`src/rtl/hd44780_pkg.sv`:
```
// Shared definitions for the HD44780 4-bit bus controllers.
// Holds the reader state encoding, the default bus timing in 48 MHz clocks
// (shared with the write controller) and the phase-timer width.
package hd44780_pkg;

    localparam int unsigned TIMER_BITS = 8;

    // Default timing, 48 MHz clocks.
    localparam int unsigned T_AS_DFLT      = 3;   // RS/RW setup before E rise
    localparam int unsigned T_EH_DFLT      = 24;  // E high per nibble
    localparam int unsigned T_EL_DFLT      = 24;  // E low per nibble
    localparam int unsigned T_TA_DFLT      = 3;   // turnaround before bus release
    localparam int unsigned MAX_POLLS_DFLT = 255; // BF reads before timeout

    typedef enum logic [2:0] {
        IDLE,
        SETUP,
        EH1,
        EL1,
        EH2,
        EL2,
        TURN,
        DONE
    } rd_state_e;

endpackage

```
`src/rtl/hd44780_state_timer.sv`:
```
// Phase timer: loads a duration with start_strobe on the entry edge of a
// phase and raises end_strobe during the last cycle of that phase.
// Ports:
//   CLK_I, RST_I  clock, async active-high reset
//   start_strobe  load DAT_I on this edge (duration in clocks, >= 1)
//   DAT_I         phase duration
//   end_strobe    high in the final cycle of the loaded duration
module hd44780_state_timer
    import hd44780_pkg::*;
#(
    parameter int unsigned WIDTH = TIMER_BITS
) (
    input  logic             CLK_I,
    input  logic             RST_I,
    input  logic             start_strobe,
    input  logic [WIDTH-1:0] DAT_I,
    output logic             end_strobe
);

    logic [WIDTH-1:0] cnt_q, cnt_d;
    logic             end_q, end_d;

    // cnt holds the cycles remaining after the current one; end fires at zero.
    always_comb begin
        cnt_d = cnt_q;
        end_d = 1'b0;
        if (start_strobe) begin
            cnt_d = DAT_I - WIDTH'(1);
            end_d = (DAT_I == WIDTH'(1));
        end else if (cnt_q != '0) begin
            cnt_d = cnt_q - WIDTH'(1);
            end_d = (cnt_q == WIDTH'(1));
        end
    end

    always_ff @(posedge CLK_I or posedge RST_I) begin
        if (RST_I) begin
            cnt_q <= '0;
            end_q <= 1'b0;
        end else begin
            cnt_q <= cnt_d;
            end_q <= end_d;
        end
    end

    assign end_strobe = end_q;

endmodule

```
`src/rtl/hd44780_reader.sv`:
```
// HD44780 4-bit read-cycle engine. Drives RS, R/W=1 and E, samples two
// nibbles into a byte, and optionally repeats BF/AC reads until BF clears
// or the poll limit is reached.
// Ports:
//   CLK_I, RST_I   clock, async active-high reset
//   start_strobe   request a read (accepted in IDLE or DONE)
//   i_rs, i_poll   RS and poll mode, latched on an accepted start
//   lcd_data_in    DB7..DB4 from the pads
//   lcd_rs/rw/e    LCD control lines
//   o_bus_req      reader owns the bus (data pads must be released)
//   o_busy         operation in progress
//   o_dat          last byte read {first nibble, second nibble}
//   end_strobe     one-cycle completion pulse
//   o_timeout      last poll operation ended with BF still set
module hd44780_reader
    import hd44780_pkg::*;
#(
    parameter int unsigned T_AS      = T_AS_DFLT,
    parameter int unsigned T_EH      = T_EH_DFLT,
    parameter int unsigned T_EL      = T_EL_DFLT,
    parameter int unsigned T_TA      = T_TA_DFLT,
    parameter int unsigned MAX_POLLS = MAX_POLLS_DFLT
) (
    input  logic       CLK_I,
    input  logic       RST_I,
    input  logic       start_strobe,
    input  logic       i_rs,
    input  logic       i_poll,
    input  logic [3:0] lcd_data_in,
    output logic       lcd_rs,
    output logic       lcd_rw,
    output logic       lcd_e,
    output logic       o_bus_req,
    output logic       o_busy,
    output logic [7:0] o_dat,
    output logic       end_strobe,
    output logic       o_timeout
);

    localparam int unsigned POLL_BITS = (MAX_POLLS > 1) ? $clog2(MAX_POLLS) : 1;

    rd_state_e            state_q, state_d;
    logic                 rs_q, rs_d;
    logic                 poll_q, poll_d;
    logic [POLL_BITS-1:0] poll_cnt_q, poll_cnt_d;
    logic                 timeout_q, timeout_d;
    logic [7:0]           dat_q, dat_d;
    logic                 lcd_rs_q, lcd_rs_d;
    logic                 lcd_rw_q, lcd_rw_d;
    logic                 lcd_e_q, lcd_e_d;
    logic                 bus_req_q, bus_req_d;
    logic                 busy_q, busy_d;
    logic                 end_q, end_d;

    logic                  tmr_load_c;
    logic [TIMER_BITS-1:0] tmr_len_c;
    logic                  tmr_end;

    hd44780_state_timer #(
        .WIDTH(TIMER_BITS)
    ) u_timer (
        .CLK_I       (CLK_I),
        .RST_I       (RST_I),
        .start_strobe(tmr_load_c),
        .DAT_I       (tmr_len_c),
        .end_strobe  (tmr_end)
    );

    // Next state, datapath updates and registered output values.
    always_comb begin
        state_d    = state_q;
        rs_d       = rs_q;
        poll_d     = poll_q;
        poll_cnt_d = poll_cnt_q;
        timeout_d  = timeout_q;
        dat_d      = dat_q;
        tmr_load_c = 1'b0;
        tmr_len_c  = TIMER_BITS'(1);

        case (state_q)
            IDLE, DONE: begin
                if (start_strobe) begin
                    rs_d       = i_rs;
                    poll_d     = i_poll;
                    poll_cnt_d = '0;
                    timeout_d  = 1'b0;
                    state_d    = SETUP;
                    tmr_load_c = 1'b1;
                end else begin
                    state_d = IDLE;
                end
            end
            SETUP: begin
                if (tmr_end) begin
                    state_d    = EH1;
                    tmr_load_c = 1'b1;
                end
            end
            EH1: begin
                if (tmr_end) begin
                    dat_d[7:4] = lcd_data_in;
                    state_d    = EL1;
                    tmr_load_c = 1'b1;
                end
            end
            EL1: begin
                if (tmr_end) begin
                    state_d    = EH2;
                    tmr_load_c = 1'b1;
                end
            end
            EH2: begin
                if (tmr_end) begin
                    dat_d[3:0] = lcd_data_in;
                    state_d    = EL2;
                    tmr_load_c = 1'b1;
                end
            end
            EL2: begin
                if (tmr_end) begin
                    tmr_load_c = 1'b1;
                    // Poll only applies to BF/AC reads; dat_q[7] is BF.
                    if (poll_q && !rs_q && dat_q[7]) begin
                        if (poll_cnt_q < POLL_BITS'(MAX_POLLS - 1)) begin
                            poll_cnt_d = poll_cnt_q + POLL_BITS'(1);
                            state_d    = SETUP;
                        end else begin
                            timeout_d = 1'b1;
                            state_d   = TURN;
                        end
                    end else begin
                        state_d = TURN;
                    end
                end
            end
            TURN: begin
                if (tmr_end) begin
                    state_d = DONE;
                end
            end
            default: state_d = IDLE;
        endcase

        case (state_d)
            SETUP:    tmr_len_c = TIMER_BITS'(T_AS);
            EH1, EH2: tmr_len_c = TIMER_BITS'(T_EH);
            EL1, EL2: tmr_len_c = TIMER_BITS'(T_EL);
            TURN:     tmr_len_c = TIMER_BITS'(T_TA);
            default:  tmr_len_c = TIMER_BITS'(1);
        endcase

        // Outputs are registered against the state being entered so they
        // line up exactly with the state cycles.
        bus_req_d = (state_d inside {SETUP, EH1, EL1, EH2, EL2, TURN});
        busy_d    = bus_req_d;
        lcd_rs_d  = bus_req_d & rs_d;
        lcd_rw_d  = (state_d inside {SETUP, EH1, EL1, EH2, EL2});
        lcd_e_d   = (state_d inside {EH1, EH2});
        end_d     = (state_d == DONE);
    end

    always_ff @(posedge CLK_I or posedge RST_I) begin
        if (RST_I) begin
            state_q    <= IDLE;
            rs_q       <= 1'b0;
            poll_q     <= 1'b0;
            poll_cnt_q <= '0;
            timeout_q  <= 1'b0;
            dat_q      <= 8'h00;
            lcd_rs_q   <= 1'b0;
            lcd_rw_q   <= 1'b0;
            lcd_e_q    <= 1'b0;
            bus_req_q  <= 1'b0;
            busy_q     <= 1'b0;
            end_q      <= 1'b0;
        end else begin
            state_q    <= state_d;
            rs_q       <= rs_d;
            poll_q     <= poll_d;
            poll_cnt_q <= poll_cnt_d;
            timeout_q  <= timeout_d;
            dat_q      <= dat_d;
            lcd_rs_q   <= lcd_rs_d;
            lcd_rw_q   <= lcd_rw_d;
            lcd_e_q    <= lcd_e_d;
            bus_req_q  <= bus_req_d;
            busy_q     <= busy_d;
            end_q      <= end_d;
        end
    end

    assign lcd_rs     = lcd_rs_q;
    assign lcd_rw     = lcd_rw_q;
    assign lcd_e      = lcd_e_q;
    assign o_bus_req  = bus_req_q;
    assign o_busy     = busy_q;
    assign o_dat      = dat_q;
    assign end_strobe = end_q;
    assign o_timeout  = timeout_q;

endmodule

```
`config.mk`:
```
export PLATFORM = sky130hd
export DESIGN_NAME = hd44780_reader
export DESIGN_NICKNAME = d
export VERILOG_FILES = /design/src/rtl/hd44780_pkg.sv /design/src/rtl/hd44780_state_timer.sv /design/src/rtl/hd44780_reader.sv
export SDC_FILE = /design/constraint.sdc
export NUM_CORES = 1
export LEC_CHECK = 0
export BUFFER_PORTS_ARGS = -buffer_cell sky130_fd_sc_hd__buf_4
export CELL_PAD_IN_SITES_DETAIL_PLACEMENT = 1
export CELL_PAD_IN_SITES_GLOBAL_PLACEMENT = 1
export CORE_UTILIZATION = 48
export DETAILED_ROUTE_END_ITERATION = 6
export GPL_TIMING_DRIVEN = 0
export PLACE_DENSITY_LB_ADDON = 0.1
export SLEW_MARGIN = 10
export SYNTH_ARGS = -nofsm -noshare
export SYNTH_HDL_FRONTEND = slang
export SYNTH_SLANG_ARGS = --single-unit
```
`constraint.sdc`:
```
create_clock -name CLK_I -period 4.7 [get_ports CLK_I]
set_input_delay 0.235 -clock CLK_I [delete_from_list [all_inputs] [get_ports CLK_I]]
set_output_delay 0.235 -clock CLK_I [all_outputs]
set_load 0.005 [all_outputs]
```
==> key figures, run 1 <==
Timing
  – Max Slew Vio Count: 0
  – Fin crit share: 0.395
  – Setup violators final: 0
  – Worst Clk Skew: 0.0129 ns
  – Slew headroom: 0.493
  – RSZ-0062 raised after global routing: no
  – Worst-margin pin slew: 0.759 ns
  – Achievable Freq: 539 MHz
  – Period minus WS final: around 1.9 ns
  – Final hold viol count: 0
  – Setup_tns: 0 ns

Worst setup path
  – CP bufs+invs: 0
  – Critical Path Max Stage Delay: 0.44 ns
  – Slowest-stage cell, CP: dfrtp_1
  – CP max FO: 10
  – Arr. time, crit path: 2.04 ns
  – Data required, critical path: roughly 5 ns
  – Worst setup EP type: register
  – CP cell instances: or3_4, a21boi_4, mux2_1, and2_1
  – Crit Path Category: register to register
  – Setup crit start kind: register
  – Top delay family on crit path: simple AND/OR/NAND/NOR gates

CTS
  – Root Buffer: clkbuf_8
  – # clock sinks: 36
  – Post-CTS resize count: 0
  – Worst skew pair latency: around 0.30 ns
  – Number of H-tree levels: 2
  – Postcts setup bufs: 0
  – Largest buffer count on any clock path: 2
  – Clock transition at the registers of the reported paths: approximately 0.08 ns
  – CTS tree: done
  – CTS hold repair buffers: 0
  – Inserted Clock Buffers: 5

Hold path
  – Hold Crit Class: primary input to async pin

Synth
  – Dominant cell type by area after synthesis: dfrtp_1
  – Main combinational cell family by area after synthesis: simple AND/OR/NAND/NOR gates
  – Async set or reset register ratio after synthesis: 1.00
  – FF+latch count, synth: 36
  – Synth Area in Simple Gates: 0.171
  – Yosys top cell area share: 0.497
  – Synth Area in Compound Gates: 0.134
  – Ys Warns: 0
  – Top-count cell post-synth: dfrtp_1
  – Syn nets: 173
  – Synthesized area: ~1800 um^2
  – Register area share after synthesis: 0.497
  – Syn Area/Cell: between 10 and 15 um^2
  – Commonest cells post-synth: dfrtp_1 (36), nor2_1 (23), mux2_2 (11), nand2_1 (10)
  – Synth Area in XOR/XNOR: 0.0580
  – Primary FF master, synth: dfrtp_1
  – Post-synthesis mux area share: 0.0856
  – Post-Synth Adder-Cell Area: 0.0207
  – Mapped Cells: 161
  – Post-synth cell types: between 40 and 50
  – Synth area leaders: dfrtp_1 (50%), mux2_2 (6.8%), nor2_1 (4.8%), xor2_1 (3.4%), xnor2_1 (2.4%)
  – Post-synth EDFFs: 0

Floorplan
  – Die ar.: 4020 um^2
  – Die H: 63.4 um
  – CORE AREA: 3470 um^2
  – Initial core utilization: 0.522
  – Num rows: 21
  – Die W: between 60 and 70 um
  – Io pins: 24

Detailed routing
  – DRC violations left: 0
  – WL per Instance: between 15 and 20 um
  – DRT iter0 DRCs: 96
  – Post-DRT Antenna Nets: 0
  – Drt pass-1 iters: 4
  – Final wirelength: 4050 um
  – Via Count: ~1300
  – Vias/cell: 5.57

Global routing
  – Largest net degree at the start of global routing: 37
  – Antenna violations before repair: 0
  – First-pass GRT wire length: about 7100 um
  – GRT Total Usage: 0.237
  – Vias in the first global route: about 1400
  – Remaining global-route overflow: 0

Outcome
  – Status: finished, final reports clean

Place
  – GPL Wtd Cong: between 0.8 and 0.9
  – Area of placed instances: around 2000 um^2
  – Input/output buffers: 23
  – Dpl hpwl: roughly 2900 um

Finish
  – Final-stage net count: ~200
  – Antenna Cells: 0
  – Layout area overhead: 17.9%
  – Share of cells above drive strength 1: 0.313
  – Final instance area: about 2100 um^2

Run
  – Max-Cap Viols: 0

Power and ir drop
  – LEAKAGE: between 1 and 1.5 nW
  – P per Cell Area: approximately 500 nW/um^2
  – VDD IR max: around 0.26 mV
==> cell type report <==
cell class                      count  area [um^2]
Timing Repair Buffer               23          173
Sequential cell                    36          901
Tap cell                           46         57.6
Multi-Input combinational cell    114          851
Clock inverter                      1         7.51
Clock buffer                        7         86.3
Inverter                            6         22.5
Buffer                              5         37.5
Fill cell                         390         1330
==> power by group <==
part | total, mW | internal [mW] | leakage (nW) | switching, mW
clock network | 0.234 | 0.119 | 0.0445 | 0.115
registers | 0.471 | 0.396 | 0.465 | 0.0751
logic | 0.353 | 0.167 | 0.493 | 0.186
total | 1.06 | 0.683 | 1.00 | 0.375
==> stage by stage <==
stage	worst slack [ns]	cells	utilization	hold slack, ns	total power, mW
final	2.84	238	0.616	0.0801	1.06
after global routing	2.70	238	0.616	0.154	1.14
after CTS	2.84	238	0.616	0.103	1.07
after detailed placement	2.86	230	0.589	0.427	0.829
after global placement	2.88	230	0.589	0.472	0.799
after floorplan	3.03	161	-	0.385	0.718
==> final timing paths <==
kind	start	end	slack, ns	cells after the start
setup / recovery	state_q[2]	lcd_rs	2.84	4
hold / removal	RST_I	poll_cnt_q[0]	0.08	2
setup reg to reg	state_q[2]	lcd_rs	2.84	4
hold reg to reg	poll_cnt_q[7]	poll_cnt_q[7]	0.51	2
max in group asynchronous	RST_I	u_timer.cnt_q[5]	4.13	2
min in group CLK_I	i_poll	poll_q	0.18	2
==> sequential cells by signal (all words and copies together), names as in the netlist <==
name and count:
poll_cnt_q 8, lcd_rs 1, u_timer.end_strobe 1, o_timeout 1, poll_q 1, state_q 3, lcd_rw 1, end_strobe 1
u_timer.cnt_q 8, o_busy 1, rs_q 1, lcd_e 1, o_dat 8
==> cells in the final DEF, fill, tap and decap left out, drive strengths merged, types with 2 or more instances in the layout <==
master   n
nand3    3
mux2i    2
nand4    3
nand2   10
nand2b   3
dfrtp   36
a21oi    8
ha       3
xor2     7
a31oi    2
o21ai    5
and3     4
inv      6
or4      2
nor3     2
o31ai    3
xnor2    5
mux2    12
nor2    23
o22ai    2
buf     28
clkbuf   7
==> kinds of logic after synthesis <==
family                     Yosys count
and+or+nand+nor                     57
DFF                                 36
AOI/OAI and AO/OA                   28
muxes                               14
xor gates and xnor gates            12
buffers and inverters               11
adders and majority gates            3
==> layer usage <==
metal	up-vias	wire, um	GRT usage
met5	-	0	0
met1	673	1680	0.279
met4	0	65	0.0966
met2	21	2180	0.408
li1	626	-	-
met3	6	125	0.0616
No activity file was read; power rests on OpenSTA's default activity.
==> run 2, diff against run 1 <==
- ABC_AREA: not set -> 1
- CORE_UTILIZATION: 48 -> 42
- clock period: 4.7 -> 1.95 ns (I/O delays scaled with it)
==> run 2 against run 1 <==
Effect of this change: setup slack got worse by 2.5 ns; global-route usage fell by 5.8 points; non-clock buffer count fell by 1; clock power rose to 2.8 times the previous value; first-iteration DRC count fell by 55%; maximum frequency rose by 14%; sequential share of layout area fell by 1.2 points; hold slack got worse by 0.070 ns; critical endpoint is now poll_cnt_q[3]; largest cell class unchanged.
==> key figures, run 2 <==
Synth
  – Syn Area/Cell: 8.45 um^2 (-25%)
  – Primary FF master, synth: dfrtp_1
  – Async set or reset register ratio after synthesis: 1.00 (unchanged)
  – Yosys top cell area share: 0.489 (-0.00844)
  – Syn nets: 230 (+33%)
  – Register area share after synthesis: 0.489 (-0.00844)
  – Ys Warns: 0 (unchanged)
  – Dominant cell type by area after synthesis: dfrtp_1
  – Post-synthesis mux area share: 0 (-0.0856)
  – Top-count cell post-synth: nand2_1
  – Post-Synth Adder-Cell Area: 0.0204 (-0.000352)
  – Synthesized area: 1840 um^2 (+1.7%)
  – Main combinational cell family by area after synthesis: simple AND/OR/NAND/NOR gates
  – Synth area leaders: dfrtp_1 (49%), nand2_1 (9.8%), inv_1 (5.5%), nor2_1 (5.1%), nand2_4 (3.7%)
  – Post-synth cell types: 29 (-31%)
  – Synth Area in XOR/XNOR: 0.0238 (-0.0343)
  – FF+latch count, synth: 36 (unchanged)
  – Mapped Cells: 218 (+35%)
  – Synth Area in Simple Gates: 0.299 (+0.127)
  – Commonest cells post-synth: nand2_1 (48), dfrtp_1 (36), inv_1 (27), nor2_1 (25), nand3_1 (13)
  – Synth Area in Compound Gates: 0.0937 (-0.0403)
  – Post-synth EDFFs: 0 (unchanged)

Worst setup path
  – Worst setup EP type: register
  – Reg2Reg Depth: 9 (+5)
  – Arr. time, crit path: 1.79 ns (-0.25 ns)
  – CP max FO: 6 (-4)
  – Crit Path Category: register to register
  – Setup crit start kind: register
  – Data required, critical path: 2.11 ns (-2.78 ns)

CTS
  – CTS hold repair buffers: 1 (+1)
  – Post-CTS resize count: 0 (unchanged)
  – Number of H-tree levels: 2 (unchanged)
  – Root Buffer: clkbuf_8
  – Postcts setup bufs: 0 (unchanged)
  – Inserted Clock Buffers: 5 (unchanged)
  – Clock transition at the registers of the reported paths: 0.07 ns (about the same)
  – CTS tree: done
  – # clock sinks: 36 (unchanged)
  – Largest buffer count on any clock path: 2 (unchanged)
  – Worst skew pair latency: 0.28 ns (-0.02 ns)

Place
  – Placed instance count: 291 (+27%)
  – Dpl hpwl: 2810 um (-4.5%)
  – Area of placed instances: 2080 um^2 (+1.8%)
  – GPL Wtd Cong: 0.743 (-7.6%)
  – Input/output buffers: 23 (unchanged)

Finish
  – Layout area overhead: 19.3%
  – Most common cell after layout, fill and taps aside: nand2_1
  – Final-stage net count: 261 (+29%)
  – Antenna Cells: 0 (unchanged)
  – Final instance area: 2200 um^2 (+3.0%)
  – Finished Layout Cells: 300 (+26%)
  – Commonest cells after routing, fill and taps aside: nand2_1 (48), dfrtp_1 (36), inv_1 (26)
  – Share of cells above drive strength 1: 0.220 (-0.0925)

Timing
  – Setup_tns: 0 ns (unchanged)
  – Period minus WS final: 1.63 ns (-0.223 ns)
  – Fin crit share: 0.837 (+0.442)
  – Slew headroom: 0.507 (+0.0135)
  – Achievable Freq: 613 MHz (+14%)
  – Worst Clk Skew: 0.00484 ns (-0.00802 ns)
  – RSZ-0062 raised after global routing: no
  – Worst-margin pin slew: 0.739 ns (-0.0202 ns)
  – Max Slew Vio Count: 0 (unchanged)
  – Final hold viol count: 0 (unchanged)
  – Final hold slack: 0.0100 ns (-0.0701 ns)
  – Setup violators final: 0 (unchanged)

Floorplan
  – CORE AREA: 4120 um^2 (+19%)
  – Die ar.: 4660 um^2 (+16%)
  – Die H: 68.2 um (+7.6%)
  – Io pins: 24 (unchanged)
  – Die W: 68.2 um (+7.6%)
  – Initial core utilization: 0.448 (-0.0745)
  – Num rows: 23 (+9.5%)

Power and ir drop
  – LEAKAGE: 1.16 nW (+16%)
  – VDD IR max: 0.520 mV (+100%)
  – P per Cell Area: 665 nW/um^2 (+34%)

Global routing
  – Remaining global-route overflow: 0 (unchanged)
  – Vias in the first global route: 1428 (+0.99%)
  – First-pass GRT wire length: 6180 um (-13%)
  – Antenna violations before repair: 0 (unchanged)
  – Largest net degree at the start of global routing: 37 (unchanged)
  – GRT Total Usage: 0.180 (-0.0578)

Detailed routing
  – Post-DRT Antenna Nets: 0 (unchanged)
  – DRT iter0 DRCs: 43 (-55%)
  – WL per Instance: 12.3 um (-28%)
  – Final wirelength: 3700 um (-8.6%)
  – Vias/cell: 4.95 (-11%)
  – Drt pass-1 iters: 4 (unchanged)
  – Via Count: 1486 (+12%)
  – DRC violations left: 0 (unchanged)

Outcome
  – Status: finished, final reports clean

Hold path
  – Hold Crit Class: primary input to register
  – Hold path depth: 3

Run
  – Max-Cap Viols: 0 (unchanged)
## run 2: metal layers
layer / global-route usage / share of wire / vias up / wire length, um
met5: 0 / 0 / - / 0
met2: 0.299 / 0.49 / 18 / 1800
met3: 0.0350 / 0.027 / 4 / 101
met4: 0.0625 / 0.0038 / 0 / 14
met1: 0.230 / 0.48 / 709 / 1780
li1: - / - / 755 / -
## run 2: kinds of logic after synthesis
family,count (synthesis)
buf+inv,33
simple gates,111
xor+xnor,5
fa+ha+maj,3
compound gates,30
flops,36
## run 2: final cells by class
type                    instances  area, um^2
repair buffers                 24         183
clock buffers                   5        68.8
clock inverters                 3        42.5
multi-input cells             149         805
plain buffers                   3        23.8
fillers                       508        1920
well taps                      50        62.6
inverters                      30         114
flip-flops and latches         36         901
## run 2: per-stage QoR
step                      worst slack [ns]  total power, mW   util
final                                0.318             1.46  0.535
after global routing                 0.205             1.52  0.535
after CTS                            0.303             1.48  0.535
after detailed placement             0.310            0.830  0.505
after global placement               0.338            0.829  0.505
after floorplan                      0.507            0.800      -
## run 2: path summary, 6_finish.rpt
| path | start | to | slack [ns] |
|---|---|---|---|
| max in group asynchronous | RST_I | u_timer.cnt_q[6] | 0.97 |
| worst min register to register | poll_q | poll_q | 0.49 |
| worst min-delay path | i_poll | poll_q | 0.01 |
| min in group asynchronous | RST_I | o_dat[6] | 0.50 |
| worst max register to register | state_q[1] | poll_cnt_q[3] | 0.32 |
| worst max-delay path | state_q[1] | poll_cnt_q[3] | 0.32 |
## run 2: critical path, stage by stage, from the launching register on
cell	delay, ns
dfrtp_1	0.45
nor2_1	0.30
nor2_4	0.08
nor2_4	0.15
nand2_4	0.12
nand2_4	0.11
nand2_4	0.05
clkinv_2	0.07
nand2_1	0.04
nor3b_2	0.14
## run 2: report_power, final
part           leakage [nW]  switching [mW]  internal, mW  total (mW)
Sequential            0.422         0.00719         0.756       0.763
Clock                0.0541           0.269         0.378       0.648
Combinational         0.688          0.0278        0.0241      0.0519
==> run 3, diff against run 2 <==
- clock period: 1.95 -> 1.7 ns (I/O delays scaled with it)
==> run 3 against run 2 <==
Effect of this change: routed wire length up 0.70%; first-iteration DRC count down 19%; die area unchanged; utilization up 0.40 points; critical path type unchanged.
==> key figures, run 3 (same netlist as run 2, synthesis figures left out) <==
Run
  – Max-Cap Viols: 0 (unchanged)

Worst setup path
  – CP max FO: 7 (+1)
  – Crit Path Category: register to register
  – Critical Path Max Stage Delay: 0.45 ns (about the same)
  – CP bufs+invs: 1 (unchanged)
  – CP cell instances: inv_2, nand2_4, nor2_4, nand2_1, nor2_2, nor2_2, o31ai_1
  – Worst setup EP type: register
  – Most frequent CP cell: nor2_2
  – Arr. time, crit path: 1.74 ns (-0.05 ns)
  – Slowest-stage cell, CP: dfrtp_2
  – Data required, critical path: 1.89 ns (-0.22 ns)
  – Top delay family on crit path: simple AND/OR/NAND/NOR gates
  – Setup crit start kind: register

Place
  – Area of placed instances: 2080 um^2 (unchanged)
  – Dpl hpwl: 2810 um (unchanged)
  – Dpl ws: 0.0603 ns (-0.250 ns)
  – Input/output buffers: 23 (unchanged)
  – GPL Wtd Cong: 0.743 (unchanged)

Power and ir drop
  – Pint: 1.33 mW (+15%)
  – Switch share: 0.208 (about the same)
  – Comb pwr share: 0.037 (+0.002)
  – Reg power frac: 0.521 (about the same)
  – P per Cell Area: 758 nW/um^2 (+14%)
  – LEAKAGE: 1.17 nW (+0.28%)
  – P_sw: 0.349 mW (+15%)
  – Clock share of power: 0.442 (about the same)
  – VDD IR max: 0.596 mV (+15%)

Outcome
  – Status: finished, final reports clean

Detailed routing
  – Final wirelength: 3730 um (+0.70%)
  – DRC violations left: 0 (unchanged)
  – DRT iter0 DRCs: 35 (-19%)
  – Post-DRT Antenna Nets: 0 (unchanged)
  – Via Count: 1510 (+1.6%)
  – Drt pass-1 iters: 4 (unchanged)
  – Vias/cell: 5.02 (+1.3%)
  – WL per Instance: 12.4 um (+0.37%)

Hold path
  – Hold Crit Class: primary input to register

Timing
  – Period minus WS final: 1.55 ns (-0.0841 ns)
  – Worst-margin pin slew: 0.740 ns (+0.00130 ns)
  – Min setup slack post-route: 0.152 ns (-0.166 ns)
  – Setup violators final: 0 (unchanged)
  – Slew headroom: 0.506 (-0.000867)
  – Setup_tns: 0 ns (unchanged)
  – Fin crit share: 0.911 (+0.0736)
  – Final hold viol count: 0 (unchanged)
  – Max Slew Vio Count: 0 (unchanged)
  – Achievable Freq: 646 MHz (+5.4%)
  – RSZ-0062 raised after global routing: no
  – Worst Clk Skew: 0.00514 ns (+0.000299 ns)

CTS
  – Clock transition at the registers of the reported paths: 0.07 ns (about the same)
  – Root Buffer: clkbuf_8
  – Worst skew pair latency: 0.28 ns (about the same)
  – Number of H-tree levels: 2 (unchanged)
  – # clock sinks: 36 (unchanged)
  – Largest buffer count on any clock path: 2 (unchanged)
  – Inserted Clock Buffers: 5 (unchanged)
  – CTS tree: done

Floorplan
  – Die H: 68.2 um (unchanged)
  – Die ar.: 4660 um^2 (unchanged)
  – Initial core utilization: 0.448 (unchanged)
  – Io pins: 24 (unchanged)
  – Die W: 68.2 um (unchanged)
  – Num rows: 23 (unchanged)
  – CORE AREA: 4120 um^2 (unchanged)

Finish
  – Most common cell after layout, fill and taps aside: nand2_1
  – Share of cells above drive strength 1: 0.231 (+0.0111)
  – Final-stage net count: 262 (+0.38%)
  – Layout area overhead: 20.2%
  – Commonest cells after routing, fill and taps aside: nand2_1 (48), dfrtp_1 (35), inv_1 (26)
  – Final instance area: 2220 um^2 (+0.74%)
  – Layout Utilization: 0.538 (+0.00395)
  – Antenna Cells: 0 (unchanged)

Global routing
  – First-pass GRT wire length: 6180 um (unchanged)
  – GRT Total Usage: 0.180 (unchanged)
  – Vias in the first global route: 1428 (unchanged)
  – Largest net degree at the start of global routing: 37 (unchanged)
  – Remaining global-route overflow: 0 (unchanged)
  – Antenna violations before repair: 0 (unchanged)
==> run 3: cell count changes in the layout (fill, tap and decap cells not counted), sizes merged <==
cell         change
dlygate4sd3      +1
==> run 3: power by group through the flow <==
| stage | combinational (mW) | sequential, mW | clock (mW) |
|---|---|---|---|
| after global placement | 0.0590 | 0.892 | 0 |
| after CTS | 0.0644 | 0.875 | 0.765 |
| final | 0.0614 | 0.875 | 0.742 |
| after floorplan | 0.0274 | 0.891 | 0 |
| after global routing | 0.0708 | 0.877 | 0.799 |
| after detailed placement | 0.0605 | 0.892 | 0 |
==> run 3: metrics by stage <==
step / std cells / power (mW) / hold slack (ns)
after global routing: 301 / 1.75 / 0.0765
after global placement: 291 / 0.951 / 0.285
final: 301 / 1.68 / 0.0784
after floorplan: 218 / 0.918 / 0.195
after detailed placement: 291 / 0.952 / 0.283
after CTS: 301 / 1.70 / 0.0712
==> run 3: metal layers <==
layer / part of all wire / GRT usage
met5: 0 / 0
met1: 0.48 / 0.230
met4: 0.0038 / 0.0625
met2: 0.49 / 0.299
met3: 0.027 / 0.0350
==> run 3: cell type report <==
class	instances	area [um^2]
multi-input combinational	149	810
timing repair buffer	25	193
tap	50	62.6
inverter	30	114
clock inverter	3	42.5
sequential	36	902
clock buffer	5	68.8
fill	506	1900
buffer	3	23.8
==> run 3: final timing paths <==
kind                                     start       endpoint  slack, ns  depth (start not counted)
max in group asynchronous                RST_I     state_q[1]       0.70                          3
min in group asynchronous                RST_I       o_dat[6]       0.48                          3
worst min-delay path            lcd_data_in[1]       o_dat[5]       0.08                          3
worst max register to register      state_q[1]  poll_cnt_q[7]       0.15                          7
worst max-delay path                state_q[1]  poll_cnt_q[7]       0.15                          7
worst min register to register          poll_q         poll_q       0.49                          2
==> run 3: repair_timing <==
action	in CTS	in global routing
hold buffers	2	0
buffers inserted	0	0
endpoints found under the hold margin	37	0
setup endpoints to repair	0	5
gates resized for setup	0	3
==> run 3: worst min-delay path: stages <==
cell	delay (ns)
buf_4	0.11
inv_1	0.05
o21ai_0	0.08
